==> src/rtl/pipe_ctrl_pkg.sv <==
// Shared types and constants for the pipeline controller (package pipe_pkg).
// Holds the FSM state enum, the default halt opcode and the register-zero constant.
package pipe_pkg;

    typedef enum logic [1:0] {
        RUN      = 2'd0,
        MEM_WAIT = 2'd1,
        HALT     = 2'd2
    } pipe_state_e;

    localparam logic [3:0]  OP_HLT_DEFAULT = 4'b1111;
    localparam logic [3:0]  REG_ZERO       = 4'h0;
    localparam logic [15:0] STALL_CNT_MAX  = 16'hFFFF;

    // A read-after-write match; register zero is hardwired and never conflicts.
    function automatic logic src_match(
        input logic [3:0] src,
        input logic       used,
        input logic [3:0] rd,
        input logic       writes
    );
        return used && writes && (src != REG_ZERO) && (src == rd);
    endfunction

endpackage

==> src/rtl/pipe_ctrl_if.sv <==
// Handshake bundle between the pipeline datapath (master) and pipe_ctrl (slave).
// Carries the hazard/memory/halt inputs and the stage enables, flushes and status.
interface pipe_ctrl_if;
    logic [3:0]  id_rs;
    logic [3:0]  id_rt;
    logic        id_rs_used;
    logic        id_rt_used;
    logic [3:0]  idex_rd;
    logic        idex_regwrite;
    logic        idex_is_load;
    logic [3:0]  exmem_rd;
    logic        exmem_regwrite;
    logic        dmem_req;
    logic        dmem_ready;
    logic        branch_taken;
    logic [3:0]  wb_op;

    logic        pc_we;
    logic        if_id_we;
    logic        id_ex_we;
    logic        ex_mem_we;
    logic        mem_wb_we;
    logic        if_id_flush;
    logic        id_ex_flush;
    logic        halted;
    logic [15:0] stall_cnt;

    modport master (
        output id_rs, id_rt, id_rs_used, id_rt_used,
        output idex_rd, idex_regwrite, idex_is_load,
        output exmem_rd, exmem_regwrite,
        output dmem_req, dmem_ready, branch_taken, wb_op,
        input  pc_we, if_id_we, id_ex_we, ex_mem_we, mem_wb_we,
        input  if_id_flush, id_ex_flush, halted, stall_cnt
    );

    modport slave (
        input  id_rs, id_rt, id_rs_used, id_rt_used,
        input  idex_rd, idex_regwrite, idex_is_load,
        input  exmem_rd, exmem_regwrite,
        input  dmem_req, dmem_ready, branch_taken, wb_op,
        output pc_we, if_id_we, id_ex_we, ex_mem_we, mem_wb_we,
        output if_id_flush, id_ex_flush, halted, stall_cnt
    );
endinterface

==> src/rtl/pipe_ctrl_hazard.sv <==
// Combinational RAW detector (module hazard_detect) for the two ID source fields.
// Macro PIPE_CTRL_FWD_EN: forwarding present, so only load-use raises a hazard.
module hazard_detect
    import pipe_pkg::*;
(
    input  logic [3:0] id_rs_i,
    input  logic [3:0] id_rt_i,
    input  logic       id_rs_used_i,
    input  logic       id_rt_used_i,
    input  logic [3:0] idex_rd_i,
    input  logic       idex_regwrite_i,
    input  logic       idex_is_load_i,
    input  logic [3:0] exmem_rd_i,
    input  logic       exmem_regwrite_i,
    output logic       hazard_o
);

    logic [3:0] src      [2];
    logic       src_used [2];
    logic [1:0] load_use;

    assign src[0]      = id_rs_i;
    assign src[1]      = id_rt_i;
    assign src_used[0] = id_rs_used_i;
    assign src_used[1] = id_rt_used_i;

    generate
        for (genvar gi = 0; gi < 2; gi++) begin : g_load_use
            assign load_use[gi] = src_match(src[gi], src_used[gi], idex_rd_i,
                                            idex_regwrite_i & idex_is_load_i);
        end
    endgenerate

`ifdef PIPE_CTRL_FWD_EN
    // EX/MEM results are forwarded; the MEM destination can never cause a stall.
    logic unused_exmem;
    assign unused_exmem = ^{exmem_rd_i, exmem_regwrite_i};
    assign hazard_o     = |load_use;
`else
    logic [1:0] idex_raw;
    logic [1:0] exmem_raw;

    for (genvar gi = 0; gi < 2; gi++) begin : g_raw
        assign idex_raw[gi]  = src_match(src[gi], src_used[gi], idex_rd_i, idex_regwrite_i);
        assign exmem_raw[gi] = src_match(src[gi], src_used[gi], exmem_rd_i, exmem_regwrite_i);
    end

    assign hazard_o = (|load_use) | (|idex_raw) | (|exmem_raw);
`endif

endmodule

==> src/rtl/pipe_ctrl.sv <==
// Pipeline stall/flush/halt controller: RUN / MEM_WAIT / HALT FSM plus stall counter.
// Macro PIPE_CTRL_FWD_EN selects the forwarding-aware hazard rule in hazard_detect.
module pipe_ctrl
    import pipe_pkg::*;
#(
    parameter logic [3:0] OP_HLT = OP_HLT_DEFAULT
) (
    input  logic           clk,
    input  logic           rst,
    pipe_ctrl_if.slave     bus
);

    pipe_state_e state_q, state_d;
    logic [15:0] stall_cnt_q, stall_cnt_d;

    logic hazard;
    logic mem_stall;
    logic halt_req;
    logic pc_we, if_id_we, id_ex_we, ex_mem_we, mem_wb_we;
    logic if_id_flush, id_ex_flush, halted;

    hazard_detect u_hazard (
        .id_rs_i          (bus.id_rs),
        .id_rt_i          (bus.id_rt),
        .id_rs_used_i     (bus.id_rs_used),
        .id_rt_used_i     (bus.id_rt_used),
        .idex_rd_i        (bus.idex_rd),
        .idex_regwrite_i  (bus.idex_regwrite),
        .idex_is_load_i   (bus.idex_is_load),
        .exmem_rd_i       (bus.exmem_rd),
        .exmem_regwrite_i (bus.exmem_regwrite),
        .hazard_o         (hazard)
    );

    always_comb begin
        pc_we       = 1'b0;
        if_id_we    = 1'b0;
        id_ex_we    = 1'b0;
        ex_mem_we   = 1'b0;
        mem_wb_we   = 1'b0;
        if_id_flush = 1'b0;
        id_ex_flush = 1'b0;
        halted      = 1'b0;
        mem_stall   = 1'b0;
        halt_req    = 1'b0;
        state_d     = state_q;

        if (!rst) begin
            case (state_q)
                RUN, MEM_WAIT: begin
                    // Once waiting, only dmem_ready releases the pipe; the ready cycle is a normal RUN cycle.
                    mem_stall = (state_q == MEM_WAIT) ? !bus.dmem_ready
                                                      : (bus.dmem_req && !bus.dmem_ready);
                    halt_req  = (bus.wb_op == OP_HLT) && !(state_q == MEM_WAIT && mem_stall);

                    if (mem_stall) begin
                        // everything frozen, no bubbles
                    end else if (hazard) begin
                        id_ex_we    = 1'b1;
                        ex_mem_we   = 1'b1;
                        mem_wb_we   = 1'b1;
                        id_ex_flush = 1'b1;
                    end else begin
                        pc_we       = 1'b1;
                        if_id_we    = 1'b1;
                        id_ex_we    = 1'b1;
                        ex_mem_we   = 1'b1;
                        mem_wb_we   = 1'b1;
                        if_id_flush = bus.branch_taken;
                    end

                    if (halt_req) begin
                        state_d = HALT;
                    end else if (mem_stall) begin
                        state_d = MEM_WAIT;
                    end else begin
                        state_d = RUN;
                    end
                end
                HALT: begin
                    halted = 1'b1;
                end
                default: begin
                    state_d = RUN;
                end
            endcase
        end
    end

    always_comb begin
        stall_cnt_d = stall_cnt_q;
        if (state_q != HALT && !pc_we && stall_cnt_q != STALL_CNT_MAX) begin
            stall_cnt_d = stall_cnt_q + 16'd1;
        end
    end

    always_ff @(posedge clk or posedge rst) begin
        if (rst) begin
            state_q     <= RUN;
            stall_cnt_q <= 16'd0;
        end else begin
            state_q     <= state_d;
            stall_cnt_q <= stall_cnt_d;
        end
    end

    assign bus.pc_we       = pc_we;
    assign bus.if_id_we    = if_id_we;
    assign bus.id_ex_we    = id_ex_we;
    assign bus.ex_mem_we   = ex_mem_we;
    assign bus.mem_wb_we   = mem_wb_we;
    assign bus.if_id_flush = if_id_flush;
    assign bus.id_ex_flush = id_ex_flush;
    assign bus.halted      = halted;
    assign bus.stall_cnt   = stall_cnt_q;

endmodule

==> src/flat_wrapper.sv <==
// flat-port wrapper written by rule: the top's interface ports become plain ports
module pipe_ctrl_flat import pipe_pkg::*;
#(
    parameter logic [3:0] OP_HLT = OP_HLT_DEFAULT
)
  (clk, rst, bus_id_rs, bus_id_rt, bus_id_rs_used, bus_id_rt_used, bus_idex_rd, bus_idex_regwrite, bus_idex_is_load, bus_exmem_rd, bus_exmem_regwrite, bus_dmem_req, bus_dmem_ready, bus_branch_taken, bus_wb_op, bus_pc_we, bus_if_id_we, bus_id_ex_we, bus_ex_mem_we, bus_mem_wb_we, bus_if_id_flush, bus_id_ex_flush, bus_halted, bus_stall_cnt);
  pipe_ctrl_if bus_i ();
  input  logic clk;
  input  logic rst;
  input wire logic [$bits(bus_i.id_rs)-1:0] bus_id_rs;
  input wire logic [$bits(bus_i.id_rt)-1:0] bus_id_rt;
  input wire logic [$bits(bus_i.id_rs_used)-1:0] bus_id_rs_used;
  input wire logic [$bits(bus_i.id_rt_used)-1:0] bus_id_rt_used;
  input wire logic [$bits(bus_i.idex_rd)-1:0] bus_idex_rd;
  input wire logic [$bits(bus_i.idex_regwrite)-1:0] bus_idex_regwrite;
  input wire logic [$bits(bus_i.idex_is_load)-1:0] bus_idex_is_load;
  input wire logic [$bits(bus_i.exmem_rd)-1:0] bus_exmem_rd;
  input wire logic [$bits(bus_i.exmem_regwrite)-1:0] bus_exmem_regwrite;
  input wire logic [$bits(bus_i.dmem_req)-1:0] bus_dmem_req;
  input wire logic [$bits(bus_i.dmem_ready)-1:0] bus_dmem_ready;
  input wire logic [$bits(bus_i.branch_taken)-1:0] bus_branch_taken;
  input wire logic [$bits(bus_i.wb_op)-1:0] bus_wb_op;
  output wire logic [$bits(bus_i.pc_we)-1:0] bus_pc_we;
  output wire logic [$bits(bus_i.if_id_we)-1:0] bus_if_id_we;
  output wire logic [$bits(bus_i.id_ex_we)-1:0] bus_id_ex_we;
  output wire logic [$bits(bus_i.ex_mem_we)-1:0] bus_ex_mem_we;
  output wire logic [$bits(bus_i.mem_wb_we)-1:0] bus_mem_wb_we;
  output wire logic [$bits(bus_i.if_id_flush)-1:0] bus_if_id_flush;
  output wire logic [$bits(bus_i.id_ex_flush)-1:0] bus_id_ex_flush;
  output wire logic [$bits(bus_i.halted)-1:0] bus_halted;
  output wire logic [$bits(bus_i.stall_cnt)-1:0] bus_stall_cnt;
  assign bus_i.id_rs = bus_id_rs;
  assign bus_i.id_rt = bus_id_rt;
  assign bus_i.id_rs_used = bus_id_rs_used;
  assign bus_i.id_rt_used = bus_id_rt_used;
  assign bus_i.idex_rd = bus_idex_rd;
  assign bus_i.idex_regwrite = bus_idex_regwrite;
  assign bus_i.idex_is_load = bus_idex_is_load;
  assign bus_i.exmem_rd = bus_exmem_rd;
  assign bus_i.exmem_regwrite = bus_exmem_regwrite;
  assign bus_i.dmem_req = bus_dmem_req;
  assign bus_i.dmem_ready = bus_dmem_ready;
  assign bus_i.branch_taken = bus_branch_taken;
  assign bus_i.wb_op = bus_wb_op;
  assign bus_pc_we = bus_i.pc_we;
  assign bus_if_id_we = bus_i.if_id_we;
  assign bus_id_ex_we = bus_i.id_ex_we;
  assign bus_ex_mem_we = bus_i.ex_mem_we;
  assign bus_mem_wb_we = bus_i.mem_wb_we;
  assign bus_if_id_flush = bus_i.if_id_flush;
  assign bus_id_ex_flush = bus_i.id_ex_flush;
  assign bus_halted = bus_i.halted;
  assign bus_stall_cnt = bus_i.stall_cnt;
  pipe_ctrl #(.OP_HLT(OP_HLT)) u_core (.clk(clk), .rst(rst), .bus(bus_i));
endmodule
==> config.mk <==
export PLATFORM = sky130hd
export DESIGN_NAME = pipe_ctrl_flat
export DESIGN_NICKNAME = d
export VERILOG_FILES = /design/src/rtl/pipe_ctrl_pkg.sv /design/src/rtl/pipe_ctrl_if.sv /design/src/rtl/pipe_ctrl_hazard.sv /design/src/rtl/pipe_ctrl.sv /design/src/flat_wrapper.sv
export SDC_FILE = /design/constraint.sdc
export NUM_CORES = 1
export LEC_CHECK = 0
export CAP_MARGIN = 20
export CORE_MARGIN = 2
export CORE_UTILIZATION = 37
export CTS_CLUSTER_SIZE = 25
export DETAILED_ROUTE_END_ITERATION = 7
export GPL_TIMING_DRIVEN = 0
export HOLD_SLACK_MARGIN = 0.1
export PLACE_DENSITY = 0.75
export SYNTH_ARGS = -nofsm -noshare
export SYNTH_HDL_FRONTEND = slang
export SYNTH_SLANG_ARGS = --single-unit
==> constraint.sdc <==
create_clock -name clk -period 1.66 [get_ports clk]
set_input_delay 0.249 -clock clk [delete_from_list [all_inputs] [get_ports clk]]
set_output_delay 0.249 -clock clk [all_outputs]
set_load 0.005 [all_outputs]
After elaboration in Yosys (flattened, before gate mapping)
Cells that the tools add are included.

Add/sub/neg operators: 1. Eq/ne operators: 9. Multiplexer cells: 21. Bitwise operators: 5. Reductions and logical operators: 34.

Operators with widths (number): logical AND 1 bit (23); 2-to-1 mux 1 bit (19); adder 16 x 1 -> 16 bit (second input constant) (1); equality test 4 bit (4); != test 16 bit (second input constant) (1); nonzero test 4 bit (2); OR reduction 2 bit (4); equality test 4 bit (second input constant) (1); case mux 2 bit (2 select lines) (1); logical NOT 1 bit (3); equality test 2 x 1 -> 1 bit (second input constant) (1); equality test 2 bit (second input constant) (1); logical NOT 2 bit (1); 2-to-1 mux 2 bit (1); != test 2 bit (second input constant) (1); NOT 1 bit (2); bitwise OR 1 bit (2); AND reduction 2 bit (1); AND 1 bit (1).

Register bits: 18. Output and inout bits: 24.

Longest topological paths before layout
Gate-level depths: netlist of run 1.

Depth after elaboration: 14. Depth in mapped cells: 8. Depth with buffers taken out: 7.

Cells and area by module
A second synthesis of run 1 with hierarchy kept.

Cell total of the unflattened synthesis: 131. Area, all modules: 1260.0 sq um.

By module, submodules not included: pipe_ctrl (instances 1, cells each 104, area an instance 1053.5 sq um, seq. area each 450.4 sq um); hazard_detect (instances 1, cells each 27, area an instance 206.4 sq um, seq. area each 0.0 sq um).

Least setup slack after synthesis of run 1
Ideal clock, no wire load.

Path kind: reg2reg. Start point: reg u_core.state_q[0]. End point: reg u_core.stall_cnt_q[1], in the netlist u_core.bus.stall_cnt[1]. Setup time: 0.125 ns. Arrival time: 1.799 ns. Data required time: 1.535 ns. Setup slack: -0.264 ns. Stages on the path, launching flop included: 7. Buffers on the path: 0. Path through: dfrtp_1 -> nor2_1 -> nor2_1 -> nor3_1 -> nor3b_4 -> nand2b_4 -> mux2_4.

Cells in the longest elaborated chain, start to end: 8.

Ends and longest elaborated chain: from (decl) (line pipe_ctrl.sv:13) `pipe_state_e state_q, state_d;`; from (signal assigned) (line pipe_ctrl.sv:102) `state_q <= state_d;`; equality test 2 x 1 -> 1 bit (line pipe_ctrl.sv:49, pipe_ctrl.sv:52); 2-to-1 mux 1 bit (line pipe_ctrl.sv:52) `mem_stall = (state_q == MEM_WAIT) ? !bus.dmem_ready`; 2-to-1 mux 1 bit (line pipe_ctrl.sv:56) `if (mem_stall) begin`; 2-to-1 mux 1 bit (line pipe_ctrl.sv:49) `case (state_q)`; 2-to-1 mux 1 bit (line pipe_ctrl.sv:48) `if (!rst) begin`; logical NOT 1 bit (line pipe_ctrl.sv:92) `if (state_q != HALT && !pc_we && stall_cnt_q != STALL_CNT_MAX) begin`; logical AND 1 bit (*) (2 in series) (line pipe_ctrl.sv:92); to (signal assigned) (line pipe_ctrl.sv:103) `stall_cnt_q <= stall_cnt_d;`; to (decl) (line pipe_ctrl.sv:14) `logic [15:0] stall_cnt_q, stall_cnt_d;`.

Mark *: on every way between the ends. The rest lies on a longest branch, timed or not. A chain may end at the register's enable or synchronous reset.

Final worst setup path of run 1
Start point: in bus_idex_rd[3]. End point: reg u_core.stall_cnt_q[15], in the netlist u_core.bus.stall_cnt[15].

Cells in the longest elaborated chain, start to end: 12.

Ends and longest elaborated chain: from (decl) (line flat_wrapper.sv:14) `input wire logic [$bits(bus_i.idex_rd)-1:0] bus_idex_rd;`; equality test 4 bit (line pipe_ctrl_pkg.sv:22) `return used && writes && (src != REG_ZERO) && (src == rd);`; logical AND 1 bit (line pipe_ctrl_pkg.sv:22); OR reduction 2 bit (line pipe_ctrl_hazard.sv:48) `assign hazard_o = (|load_use) | (|idex_raw) | (|exmem_raw);`; bitwise OR 1 bit (*) (2 in series) (line pipe_ctrl_hazard.sv:48); 2-to-1 mux 1 bit (*) (line pipe_ctrl.sv:58) `end else if (hazard) begin`; 2-to-1 mux 1 bit (*) (line pipe_ctrl.sv:56); 2-to-1 mux 1 bit (*) (line pipe_ctrl.sv:49); 2-to-1 mux 1 bit (*) (line pipe_ctrl.sv:48); logical NOT 1 bit (*) (line pipe_ctrl.sv:92); logical AND 1 bit (*) (2 in series) (line pipe_ctrl.sv:92).

Marks and branches as above.

==> metrics, run 1 <==
Post-DRT Antenna Nets 0; final hold viol count 0; Worst-path clk slew approximately 120 ps; RSZ-0062 raised after global routing yes; Final setup viols 22; worst-margin pin slew roughly 560 ps; TritonCTS Buffers 3; max-capacitance violation count 0; Pint between 0.0015 and 0.002 W; DR WL met2 between 2000 and 3000 um; Core Area about 3100 um^2; initial DRC count between 40 and 50; most frequent cells in the layout buf_4, buf_6, clkdlybuf4s50_1; Clock Sinks 18; CP startpoint kind input pin; share of cells above drive strength 1 between 40% and 50%; DR WL/cell 17.8 um; Setup Crit Path Kind input pin to flip-flop; Power Total 0.00253 W; pwr dens about 1000 nW/um^2; Antenna diodes 0; row count 20; Reg-to-Reg Start u_core.state_q[0]$_DFFE_PP0P_; Unique masters post-synth 31; WL final 4930 um; drt drc 0; reg2reg end u_core.bus.stall_cnt[15]$_DFFE_PP0P_; CP endpoint kind flip-flop; Final HPWL DP 2420 um; vias roughly 1500; Logic pwr share between 50% and 60%; Slew HR roughly 62%; wl on met1 roughly 1900 um; HP Class input pin to asynchronous set/reset pin; first-pass GRT wire length about 6600 um; P_sw between 0.0009 and 0.001 W; vias in the first global route about 1500; syn_area_per_cell 9.48 um^2; Leakage around 1.0 nW; CTS Buffer Depth 2; final worst setup slack -445 ps; status complete, but fails checks; io pins 54; R2R setup slack -430 ps; met3 WL roughly 310 um; VDD IR max 0.000399 V; Syn Inst Count ~130; Fin Hold WS between 150 and 200 ps; Final min period ~2100 ps; FF+latch count, synth 18; Synth Cell Area 1200 um^2; Final Cell Area 2470 um^2; die area between 3000 and 4000 um^2; die span in x 61.0 um; part of the power in the clock network 11.7%; layout net count approximately 260; Net Count, Synth 158; post-DR vias/cell approximately 5.3; Clock Skews 9.88 ps; Ys Warns 0; H-tree depth 1; Initial Util 39.1%; Die Y 61.0 um; switching portion of total power between 30% and 40%; Critical Path AT 2300 ps; clock latency on the worst-skew pair approximately 320 ps; placed insts around 220; Reg2Reg Depth 12; Non-Filler Instances 276; Area after DPL between 1500 and 2000 um^2; Final Max Slew Viols 0; Area growth, synth to finish 105%; Period Utilization, post-route 127%; gpl congestion between 0.8 and 0.9; Seq pwr share between 20% and 30%; total gr overflow 0; failing checks negative setup slack; commonest non-fill, non-tap cell in the layout buf_4; total track usage between 20% and 30%; critical path required time approximately 1900 ps; First-pass DRT Iterations 4; crit path max fanout 4; CTS root buf clkbuf_4; largest net degree at the start of global routing 11; Top Metal Used met4; Max Clock Freq about 0.47 GHz; initial antenna violation count 0; CTS tree done; # port buffers between 50 and 60; post-synthesis sequential area ratio a little under two fifths
## power by group through the flow
stage	clock network (W)	registers (W)	logic, W
detailed placement	0	0.000775	0.000881
floorplan	0	0.000759	0.000425
finish	0.000296	0.000742	0.00149
global route	0.000325	0.000758	0.00158
CTS	0.000285	0.000720	0.00122
global placement	0	0.000769	0.000861
## per-layer routing
layer	vias to the layer above	GRT usage [%]
met1	712	25.0
met3	19	4.83
met5	-	0
li1	674	-
met2	69	44.1
met4	0	14.6
## final cells by class
cell class	instances	area, um^2
fillers	190	606
repair inverters	1	5.00
flip-flops and latches	18	455
multi-input cells	101	955
plain buffers	5	56.3
inverters	3	15.0
clock buffers	4	36.3
well taps	44	55.1
repair buffers	100	895
## state kept, by name (all words and copies together) (netlist names)
signal	cells
u_core.bus.stall_cnt	16
u_core.state_q	2
## critical path: stages
cell and delay, ps:
clkdlybuf4s15_2 200, xor2_1 170, nor3_2 200, nand4_1 130
o21ai_2 110, nor3b_4 80, buf_6 130, buf_6 110
buf_4 130, buf_6 120, buf_6 130, buf_6 110
o41ai_4 270, o41ai_2 160
## synthesized netlist by cell type, drive strengths merged
cell / count / area [um^2]
o21a: 1 / 7.51
buf: 5 / 38.8
nand3b: 1 / 7.51
nand4: 7 / 43.8
nand2: 6 / 22.5
nand2b: 1 / 13.8
ha: 1 / 12.5
mux2: 1 / 15.0
o21ai: 5 / 32.5
o41ai: 6 / 52.6
xnor2: 12 / 105
a32oi: 1 / 8.76
o41a: 2 / 22.5
and4: 1 / 8.76
nand3: 10 / 50.1
and3: 1 / 6.26
a21oi: 1 / 5.00
dfrtp: 18 / 450
and2: 2 / 12.5
nor2: 13 / 48.8
nor4: 3 / 18.8
a32o: 1 / 10.0
inv: 3 / 11.3
nor3b: 2 / 26.3
xor2: 15 / 131
nor3: 7 / 35.0
a31oi: 1 / 6.26
## what timing repair did
item / 4_1_cts / 5_1_grt
buffers inserted: 29 / 21
resized for setup: 106 / 29
hold buffers: 0 / 0
pin swaps: 24 / 9
endpoints found under the setup margin: 24 / 24
gates cloned: 2 / 0
## through the flow
step	util (%)	setup WS, ps	setup TNS [ps]
floorplan	-	-122	-277
global placement	60.0	-1200	-15230
detailed placement	60.0	-1230	-16210
CTS	71.7	-290	-1520
global route	80.3	-493	-6350
finish	80.3	-445	-4510
## logic make-up after synthesis
logic type                 share of synthesized area, %
and+or+nand+nor                                    24.4
DFF                                                37.4
xor gates and xnor gates                           19.6
muxes                                              1.25
adders and majority gates                          1.04
AOI/OAI and AO/OA                                  12.1
buffers and inverters                              4.16
## worst max-delay path by stage
stage	startpoint	endpoint	slack, ps	cells past startpoint
final	bus_idex_rd[3]	u_core.bus.stall_cnt[15]$_DFFE_PP0P_	-450	14
after global routing	u_core.state_q[0]$_DFFE_PP0P_	bus_if_id_flush	-490	8
after CTS	u_core.state_q[0]$_DFFE_PP0P_	bus_if_id_flush	-290	8
after detailed placement	bus_id_rs[0]	bus_if_id_flush	-1230	8
after global placement	bus_id_rs[0]	bus_if_id_flush	-1200	8
after floorplan	bus_id_rs[0]	u_core.bus.stall_cnt[1]$_DFFE_PP0P_	-120	6
(Power assumes the default switching activity.)
==> run 2: changes to the inputs <==
--- a/config.mk
+++ b/config.mk
@@ -7,12 +7,11 @@
 export LEC_CHECK = 0
 export CAP_MARGIN = 20
 export CORE_MARGIN = 2
-export CORE_UTILIZATION = 37
+export CORE_UTILIZATION = 30
 export CTS_CLUSTER_SIZE = 25
 export DETAILED_ROUTE_END_ITERATION = 7
 export GPL_TIMING_DRIVEN = 0
 export HOLD_SLACK_MARGIN = 0.1
-export PLACE_DENSITY = 0.75
 export SYNTH_ARGS = -nofsm -noshare
 export SYNTH_HDL_FRONTEND = slang
 export SYNTH_SLANG_ARGS = --single-unit
==> run 2 against run 1 <==
  * The run still ends with negative setup slack left
  * Total power grew 1.9%
  * Critical endpoint is now bus_if_id_flush
  * Sequential share of layout area shrank 0.12 points
  * Critical path type is now flip-flop to output port
  * Clock skew shrank 9.1 ps
  * First-iteration DRC count grew 84%
  * Hold slack gained 110 ps
  * Clock power grew 27%
  * Setup slack gained 160 ps
  * Utilization shrank 17 points
  * Die area grew 22%
==> metrics, run 2 (synthesis gave the netlist of run 1 again) <==
largest net degree at the start of global routing 11 (unchanged); Largest register FFs 16 (unchanged); Final Cell Area 2480 um^2 (+0.35%); Worst-path clk slew 70 ps (-50 ps); critical path's top delay family simple AND/OR/NAND/NOR gates; slowest CP cell dfrtp_1; Die Y 67.3 um (+10%); met2 usage 36.5% (-7.6 points); Final HPWL DP 2490 um (+2.9%); Max Clock Freq 0.515 GHz (+8.4%); First-pass DRT Iterations 4 (unchanged); share of cells above drive strength 1 46.9% (-0.54 points); row count 23 (+15%); Post-DRT Antenna Nets 0 (unchanged); worst-margin pin slew 496 ps (-68.2 ps); DR WL/cell 16.8 um (-5.8%); HP Class input pin to asynchronous set/reset pin; Initial Util 30.5% (-8.6 points); Area after DPL 1860 um^2 (+0.41%); most frequent cells in the layout buf_4, clkdlybuf4s50_1, buf_6; commonest non-fill, non-tap cell in the layout buf_4; pwr dens 1040 nW/um^2 (+1.6%); RSZ-0062 raised after global routing yes; Clock Skews 0.816 ps (-9.07 ps); die area 4530 um^2 (+22%); Antenna diodes 0 (unchanged); WL final 4610 um (-6.5%); CP endpoint kind output port; total gr overflow 0 (unchanged); Period Utilization, post-route 117% (-9.8 points); Fin Hold WS 295 ps (+109 ps); R2R setup slack -230 ps (+200 ps); Clock Sinks 18 (unchanged); first-pass GRT wire length 6610 um (+0.11%); Core Area 3940 um^2 (+28%); CP startpoint kind flip-flop; max-capacitance violation count 0 (unchanged); initial DRC count 79 (+84%); crit path max fanout 3 (-1); placed insts 229 (+2.7%); CTS root buf clkbuf_8; total track usage 19.6% (-4.4 points); VDD IR max 0.000390 V (-2.4%); Buf/Inv on CP 3 (-4); critical path required time 1410 ps (-440 ps); # port buffers 52 (unchanged); TritonCTS Buffers 3 (unchanged); GR Layer Usage met3 2.83% (-2.0 points); Most common cell on crit path buf_6; Final min period 1940 ps (-163 ps); post-DR vias/cell 5.20 (-2.6%); Final setup viols 19 (-14%); die span in x 67.3 um (+10%); critical path, cell by cell nor2_1 > nor2_2 > nor3_4 > nor3b_4 > buf_6 > buf_6 > and2_1 > buf_2; Setup Crit Path Kind flip-flop to output port; vias in the first global route 1472 (-1.0%); clock latency on the worst-skew pair 260 ps (-60 ps); Hold-fix buffers, CTS 0 (unchanged); Leakage 1.02 nW (-0.61%); layout net count 256 (-3.0%); initial antenna violation count 0 (unchanged); end-of-flow core utilization 62.9% (-17 points); status complete, but fails checks; Final Max Slew Viols 0 (unchanged); worst slack, placed -1250 ps (-13.9 ps); CTS tree done; Slew HR 66.8% (+4.5 points); final worst setup slack -283 ps (+163 ps); grt peak-use layer met2; vias 1426 (-3.3%); failing checks negative setup slack; met1 Use GR 21.3% (-3.6 points); Critical Path AT 1690 ps (-610 ps); io pins 54 (unchanged); CTS Buffer Depth 2 (unchanged); CP max stage delay 400 ps (+130 ps); final hold viol count 0 (unchanged); Non-Filler Instances 274 (-0.72%); H-tree depth 1 (unchanged); drt drc 0 (unchanged); Area growth, synth to finish 106%; gpl congestion 0.743 (-7.4%)
==> run 2: changes by cell type in the layout (fill, tap and decap cells not counted), sizes merged <==
cell / before / now
buf: 65 / 61
clkdlybuf4s15: 5 / 0
clkdlybuf4s50: 23 / 22
dlygate4sd2: 10 / 12
==> run 2: final cells by class <==
class / count / area (um^2)
fill: 293 / 1460
tap: 50 / 62.6
clock buffer: 4 / 55.1
multi-input combinational: 101 / 956
inverter: 3 / 15.0
timing repair buffer: 93 / 885
buffer: 4 / 48.8
sequential: 18 / 454
timing repair inverter: 1 / 5.00
==> run 2: stage by stage <==
| stage | TNS (ps) | total power, W |
|---|---|---|
| 2_1_floorplan | -277 | 0.00118 |
| 3_3_place_gp | -16190 | 0.00165 |
| 3_5_place_dp | -16950 | 0.00167 |
| 4_1_cts | -2350 | 0.00237 |
| 5_1_grt | -3840 | 0.00271 |
| 6_report | -2810 | 0.00258 |
==> run 2: worst paths after layout <==
| check | from | endpoint | depth (start not counted) |
|---|---|---|---|
| min in group clk | bus_dmem_req | u_core.state_q[0]$_DFFE_PP0P_ | 3 |
| worst min register to register | u_core.bus.stall_cnt[14]$_DFFE_PP0P_ | u_core.bus.stall_cnt[14]$_DFFE_PP0P_ | 1 |
| max in group asynchronous | rst | u_core.bus.stall_cnt[11]$_DFFE_PP0P_ | 2 |
| worst max-delay path | u_core.state_q[0]$_DFFE_PP0P_ | bus_if_id_flush | 8 |
| worst max register to register | u_core.state_q[0]$_DFFE_PP0P_ | u_core.bus.stall_cnt[1]$_DFFE_PP0P_ | 8 |
| worst min-delay path | rst | u_core.bus.stall_cnt[15]$_DFFE_PP0P_ | 2 |
==> run 2: report_power, final <==
part	leakage, nW	switching, W	internal (W)	total [W]
clock	0.0288	0.000163	0.000212	0.000375
combinational	0.780	0.000610	0.000845	0.00146
sequential	0.211	0.000168	0.000582	0.000750
total	1.02	0.000941	0.00164	0.00258
==> run 2: per-layer routing <==
| layer | share of wire [%] | routed length (um) |
|---|---|---|
| met1 | 38 | 1750 |
| met2 | 55 | 2550 |
| met3 | 4.5 | 208 |
| met4 | 2.2 | 103 |
| met5 | 0 | 0 |
==> run 2: worst reg2reg max path, cell delays in order, from the launching register on <==
cell and delay, ps:
dfrtp_1 400, nor2_1 130, nor2_2 70, nor3_4 130, nor3b_4 260, buf_4 160, buf_12 140, nand2b_4 180
mux2_4 310
==> run 2: repair_timing <==
| action | in CTS | in global routing |
|---|---|---|
| gates resized for setup | 125 | 30 |
| setup endpoints to repair | 24 | 23 |
| buffers inserted | 33 | 12 |
| pin swaps | 25 | 15 |
| gates cloned | 1 | 0 |
